$ cat src/rtl/baccarat_pkg.sv
// Shared types and constants for the baccarat hand controller.
package baccarat_pkg;

  localparam logic [3:0] NATURAL_MIN = 4'd8;
  localparam logic [3:0] DRAW_MAX    = 4'd5;
  localparam logic [3:0] FACE_MIN    = 4'd10;

  typedef enum logic [3:0] {
    S_P1,
    S_D1,
    S_P2,
    S_D2,
    S_CHK,
    S_P3,
    S_BNK,
    S_D3,
    S_DONE
  } state_t;

  // Banker third-card rule once the player has drawn; v is the player's third-card value.
  function automatic logic banker_draws(input logic [3:0] dscore, input logic [3:0] v);
    logic draw;
    draw = 1'b0;
    case (dscore)
      4'd0, 4'd1, 4'd2: draw = 1'b1;
      4'd3:             draw = (v != 4'd8);
      4'd4:             draw = (v >= 4'd2) && (v <= 4'd7);
      4'd5:             draw = (v >= 4'd4) && (v <= 4'd7);
      4'd6:             draw = (v >= 4'd6) && (v <= 4'd7);
      default:          draw = 1'b0;
    endcase
    return draw;
  endfunction

endpackage

$ cat src/rtl/card_value.sv
// Maps a 4-bit card code to its baccarat point value (faces and tens count zero).
module card_value
  import baccarat_pkg::*;
(
  input  logic [3:0] code,
  output logic [3:0] value
);

  // Codes 10..13 are worth nothing; everything else is worth its code.
  always_comb begin
    value = (code >= FACE_MIN) ? 4'd0 : code;
  end

endmodule

$ cat src/rtl/baccarat_fsm.sv
// Moore controller sequencing the deal of one baccarat hand and deciding the result.
module baccarat_fsm
  import baccarat_pkg::*;
(
  input  logic       slow_clock,
  input  logic       resetb,
  input  logic [3:0] pcard3_out,
  input  logic [3:0] pscore_out,
  input  logic [3:0] dscore_out,
  output logic       load_pcard1,
  output logic       load_pcard2,
  output logic       load_pcard3,
  output logic       load_dcard1,
  output logic       load_dcard2,
  output logic       load_dcard3,
  output logic       player_win_light,
  output logic       dealer_win_light,
  output logic       game_over
);

  state_t     state_q, state_d;
  logic [3:0] pcard3_value;

  card_value u_pcard3_value (
    .code  (pcard3_out),
    .value (pcard3_value)
  );

  // State register; synchronous reset wins over every transition.
  always_ff @(posedge slow_clock) begin
    if (!resetb) begin
      state_q <= S_P1;
    end else begin
      state_q <= state_d;
    end
  end

  // Next-state: fixed four-card deal, then the third-card rules.
  always_comb begin
    state_d = state_q;
    case (state_q)
      S_P1:  state_d = S_D1;
      S_D1:  state_d = S_P2;
      S_P2:  state_d = S_D2;
      S_D2:  state_d = S_CHK;
      S_CHK: begin
        if ((pscore_out >= NATURAL_MIN) || (dscore_out >= NATURAL_MIN)) begin
          state_d = S_DONE;
        end else if (pscore_out <= DRAW_MAX) begin
          state_d = S_P3;
        end else if (dscore_out <= DRAW_MAX) begin
          state_d = S_D3;
        end else begin
          state_d = S_DONE;
        end
      end
      S_P3:  state_d = S_BNK;
      S_BNK: state_d = banker_draws(dscore_out, pcard3_value) ? S_D3 : S_DONE;
      S_D3:  state_d = S_DONE;
      S_DONE: state_d = S_DONE;
      default: state_d = S_P1;
    endcase
  end

  // Outputs decoded from the current state (and scores for the lights).
  always_comb begin
    load_pcard1      = (state_q == S_P1);
    load_dcard1      = (state_q == S_D1);
    load_pcard2      = (state_q == S_P2);
    load_dcard2      = (state_q == S_D2);
    load_pcard3      = (state_q == S_P3);
    load_dcard3      = (state_q == S_D3);
    game_over        = (state_q == S_DONE);
    // Equal scores light both lamps, signalling a tie.
    player_win_light = game_over && (pscore_out >= dscore_out);
    dealer_win_light = game_over && (dscore_out >= pscore_out);
  end

endmodule

$ cat config.mk
export PLATFORM = sky130hd
export DESIGN_NAME = baccarat_fsm
export DESIGN_NICKNAME = d
export VERILOG_FILES = /design/src/rtl/baccarat_pkg.sv /design/src/rtl/card_value.sv /design/src/rtl/baccarat_fsm.sv
export SDC_FILE = /design/constraint.sdc
export NUM_CORES = 1
export LEC_CHECK = 0
export BUFFER_PORTS_ARGS = -buffer_cell sky130_fd_sc_hd__buf_4
export CAP_MARGIN = 30
export CORE_AREA = 2 2 39 41
export CTS_CLUSTER_SIZE = 24
export DETAILED_ROUTE_END_ITERATION = 6
export DIE_AREA = 0 0 41 43
export PLACE_DENSITY = 0.69
export SYNTH_ARGS = -nofsm -noshare
export SYNTH_HDL_FRONTEND = slang
export SYNTH_SLANG_ARGS = --single-unit
export TNS_END_PERCENT = 100
$ cat constraint.sdc
create_clock -name slow_clock -period 1.1 [get_ports slow_clock]
set_input_delay 0.055 -clock slow_clock [delete_from_list [all_inputs] [get_ports slow_clock]]
set_output_delay 0.055 -clock slow_clock [all_outputs]
set_load 0.02 [all_outputs]
Word-level counts from Yosys, hierarchy flattened
Cells that the tools add are included.
{ "classes": {"n_lt_le_gt_ge": 11, "n_eq_ne": 15, "muxes": 8, "n_reduce_logical": 10} }
{ "op_table": {"columns": ["cell", "count"], "rows": [
  ["4-bit case mux with 8 select lines", 1],
  ["4-bit by 3-bit equality test with 1-bit output (second input constant)", 7],
  ["4-bit 2-to-1 mux", 5],
  ["4-bit by 2-bit equality test with 1-bit output (second input constant)", 4],
  ["4-bit >= comparator (second input constant)", 3],
  ["4-bit by 3-bit <= comparator with 1-bit output (second input constant)", 3],
  ["4-bit by 1-bit equality test with 1-bit output (second input constant)", 2],
  ["4-bit by 3-bit >= comparator with 1-bit output (second input constant)", 2],
  ["4-bit >= comparator", 2],
  ["4-bit logical NOT", 2],
  ["1-bit logical AND", 5],
  ["1-bit case mux with 5 select lines", 1],
  ["4-bit equality test (second input constant)", 1],
  ["4-bit by 2-bit >= comparator with 1-bit output (second input constant)", 1],
  ["4-bit != test (second input constant)", 1],
  ["3-bit OR reduction", 1],
  ["2-bit OR reduction", 1],
  ["1-bit logical OR", 1],
  ["1-bit 2-to-1 mux", 1]
]} }
{ "word_totals": {"register_bits": 4, "elab_cells": 45} }

Logic depth before layout (Yosys ltp)
{ "logic_depth": {"word_depth": 8, "ltp_mapped": 6, "ltp_nobuf": 6} }

Modules after synthesis
A second synthesis with hierarchy kept.
{ "unflattened": {"hier_cells": 69, "hier_area_um2": 530.5} }
{ "by_module_without_submodules": {"columns": ["module", "n_inst", "cells_each", "area_per_inst_um2", "seq_area_each_um2"], "rows": [
  ["baccarat_fsm", 1, 64, 494.2, 80.1],
  ["card_value", 1, 5, 36.3, 0.0]
]} }

Least setup slack after synthesis
No wires, ideal clock.
{ "synth_timing": {"path_kind": "register -> output", "start": "reg state_q[1]", "end": "out player_win_light", "arrival_time_ns": 1.343, "slack_ns": -0.298, "path_stages_with_launch": 5, "n_path_buf": 1, "path_cell_list": "dfxtp_1 buf_4 nor4b_4 nand2b_1 o21ai_1"} }
{ "synth_via": {"elab_chain_cells": 2} }
{ "synth_lines": {"columns": ["element", "line_no", "text"], "rows": [
  ["start: declaration", "baccarat_fsm.sv:21", "state_t state_q, state_d;"],
  ["start signal: assignment", "baccarat_fsm.sv:34", "state_q <= state_d;"],
  ["4-bit equality test", "baccarat_fsm.sv:73", "game_over = (state_q == S_DONE);"],
  ["named net game_over", "baccarat_fsm.sv:18", "output logic game_over"],
  ["1-bit logical AND", "baccarat_fsm.sv:75", "player_win_light = game_over && (pscore_out >= dscore_out);"],
  ["end: declaration", "baccarat_fsm.sv:16", "output logic player_win_light,"]
]} }
The timed path passes the listed nets, and every way through them passes these cells.

Final worst setup path
{ "layout_timing": {"start": "reg state_q[1]", "end": "out player_win_light"} }
{ "layout_via": {"elab_chain_cells": 2} }
{ "layout_lines": {"columns": ["element", "line_no"], "rows": [
  ["4-bit equality test", "baccarat_fsm.sv:73"],
  ["1-bit logical AND", "baccarat_fsm.sv:75"]
]} }
No other way between the ends.

==> flow_metrics.env <==
export IMPL_status="complete, but fails checks"
export IMPL_failed_checks="setup timing"
export IMPL_cts_sinks=4
export IMPL_ctsHoldBuffers=0
export IMPL_path_cells="nor4b_4 > nand2b_1 > o21ai_2 > buf_4"
export IMPL_synth_cells=62
export IMPL_worstHoldStart="resetb"
export IMPL_cts_made_buffers=3
export IMPL_power_frac_clock=0.234
export IMPL_largest_register="state_q"
export IMPL_gp_congestion=0.705
export IMPL_drive_gt1_frac=0.680
export IMPL_drc=0
export IMPL_synth_edff_count=0
export IMPL_total_leakage_power_nw=0.464
export IMPL_io_pins=23
export IMPL_cts_tree="yes"
export IMPL_synth_top_area_share=0.161
export IMPL_p_seq_frac=0.233
export IMPL_drt_wl_total_um=1620
export IMPL_n_antenna_cell=0
export IMPL_drt_initial_drc_count=9
export IMPL_cp_start_kind="flop"
export IMPL_clock_root_buffer="clkbuf_4"
export IMPL_required_ns=1.04
export IMPL_async_flop_share=0
export IMPL_min_path_type="in -> reg"
export IMPL_grt_pass1_vias=624
export IMPL_grt_pass1_wl_um=2440
export IMPL_antenna_found_initial=0
export IMPL_synth_area_top_cells="dfxtp_1, ha_1, nand2b_1"
export IMPL_switching_share=0.348
export IMPL_clk_pin_slew_ns=0.04
export IMPL_max_slew_margin=0.752
export IMPL_rsz0062_at_grt="yes"
export IMPL_synth_top_cell_by_area="dfxtp_1"
export IMPL_place_area_sq_um=769
export IMPL_synth_cell_types=33
export IMPL_internal_power_mw=0.500
export IMPL_dp_slack_ns=-0.314
export IMPL_grt_usage=0.197
export IMPL_critical_path_class="reg -> out"
export IMPL_clk_latency_ns=0.23
export IMPL_synth_nets=80
export IMPL_rows=14
export IMPL_slew_viol_final=0
export IMPL_post_drt_via_cell_ratio=5.10
export IMPL_yosys_warnings=0
export IMPL_drv_cap=0
export IMPL_cp_startpoint="state_q[1]$_SDFF_PN0_"
export IMPL_total_power_mw=0.767
export IMPL_ant_nets=0
export IMPL_critical_path_slowest_cell="dfxtp_4"
export IMPL_ys_seq_elements=4
export IMPL_slowest_delay_ns=0.35
export IMPL_vias=607
export IMPL_power_switching_mw=0.267
export IMPL_drtPass1Iterations=4
export IMPL_path_delay_family="simple AND/OR/NAND/NOR gates"
export IMPL_worstPathArrival_ns=1.30
export IMPL_core_sq_um=1380
export IMPL_final_setup_worst_slack_ns=-0.253
export IMPL_layout_commonest_cell="buf_4"
export IMPL_worst_pin_slew_ns=0.367
export IMPL_timing_fmax_mhz=739
export IMPL_largest_register_ff_count=4
export IMPL_syn_avg_cell_area_sq_um=8.03
export IMPL_synth_area_sq_um=498
export IMPL_area_growth_pct=103
export IMPL_fin_skew_ns=0.00320
export IMPL_most_common_layout_cells="buf_4, buf_6, inv_1"
export IMPL_htreeDepth=1
export IMPL_synthFlopType="dfxtp_1"
export IMPL_design_area_sq_um=1010
export IMPL_cp_end_kind="output pin"
export IMPL_setup_violations=12
export IMPL_crit_reg2reg_launch="state_q[3]$_SDFF_PN0_"
export IMPL_finalNetCount=123
export IMPL_ir_drop_mv=0.563
export IMPL_power_density_nw_per_um2=760
export IMPL_die_height_um=43
export IMPL_initial_core_util=0.360
export IMPL_overflow=0
export IMPL_wl_per_cell_um=13.6
export IMPL_finalCritPeriodShare=1.23
export IMPL_final_util=0.730
export IMPL_numPortBuffers=22
export IMPL_grt_max_degree=7
export IMPL_seq_area_frac_synth=0.161
export IMPL_crit_buf_inv=1
export IMPL_reg_top3="state_q (4)"
export IMPL_cts_buffer_depth=2
export IMPL_fp_dieW_um=41
export IMPL_critPathMaxFanout=4
export IMPL_hold_viol=0
export IMPL_combPwrFrac=0.533
export IMPL_fin_crit_ns=1.35
export IMPL_dp_hpwl_um=1040
export IMPL_dieArea_sq_um=1760
power groups by stage:
| stage | logic (mW) | clock network [mW] | registers [mW] |
|---|---|---|---|
| 2_1_floorplan | 0.177 | 0 | 0.167 |
| 3_3_place_gp | 0.286 | 0 | 0.181 |
| 3_5_place_dp | 0.289 | 0 | 0.180 |
| 4_1_cts | 0.372 | 0.188 | 0.182 |
| 5_1_grt | 0.439 | 0.203 | 0.182 |
| 6_report | 0.409 | 0.180 | 0.179 |
through the flow:
stage | setup TNS, ns | hold slack [ns] | std cells
final | -1.49 | 0.186 | 119
after global routing | -2.20 | 0.203 | 119
after CTS | -1.34 | 0.133 | 118
after detailed placement | -0.766 | 0.394 | 111
after global placement | -0.685 | 0.366 | 111
after floorplan | -0.575 | 0.232 | 62
final timing paths:
| check | to | slack [ns] | cells after the start |
|---|---|---|---|
| hold reg to reg | state_q[0]$_SDFF_PN0_ | 0.64 | 2 |
| hold / removal | state_q[3]$_SDFF_PN0_ | 0.19 | 3 |
| setup / recovery | player_win_light | -0.25 | 4 |
| setup reg to reg | state_q[2]$_SDFF_PN0_ | -0.11 | 5 |
worst min-delay path, delay by kind of cell:
kind | cells | cell delay, ns
buffers and inverters | 2 | 0.17
AOI/OAI and AO/OA | 1 | 0.16
final cells by class:
cell class	count	area, sq um
Fill cell	117	374
Multi-Input combinational cell	49	490
Inverter	6	25.0
Timing Repair Buffer	41	357
Tap cell	16	20.0
Clock buffer	3	22.5
Sequential cell	4	95.1
synthesized netlist by cell type (2+ instances only):
| cell | number |
|---|---|
| buf_6 | 2 |
| dfxtp_1 | 4 |
| ha_1 | 4 |
| inv_1 | 6 |
| nand2_1 | 4 |
| nand2b_1 | 5 |
| nor2_1 | 5 |
| nor2b_1 | 2 |
| nor3_1 | 3 |
| o21a_1 | 2 |
| o311ai_1 | 3 |
timing repair:
action / CTS / global route
gates resized for setup: 33 / 11
endpoints found under the hold margin: 0 / 0
setup buffers: 6 / 2
pin swaps: 9 / 6
setup endpoints to repair: 13 / 13
logic make-up (layout without fill, tap and decap cells):
group | Yosys count | count (layout) | synth area share
xor gates and xnor gates | 1 | 1 | 0.0176
adders and majority gates | 4 | 4 | 0.101
DFF | 4 | 4 | 0.161
and+or+nand+nor | 30 | 30 | 0.389
buffers and inverters | 9 | 50 | 0.106
AOI/OAI and AO/OA | 14 | 14 | 0.226
layer usage:
metal  track usage  routed length [um]
met5             0                   0
met4        0.0400                   0
met3        0.0314                 101
met2         0.372                 896
met1         0.211                 622
Power figures use the tool's default switching activity.
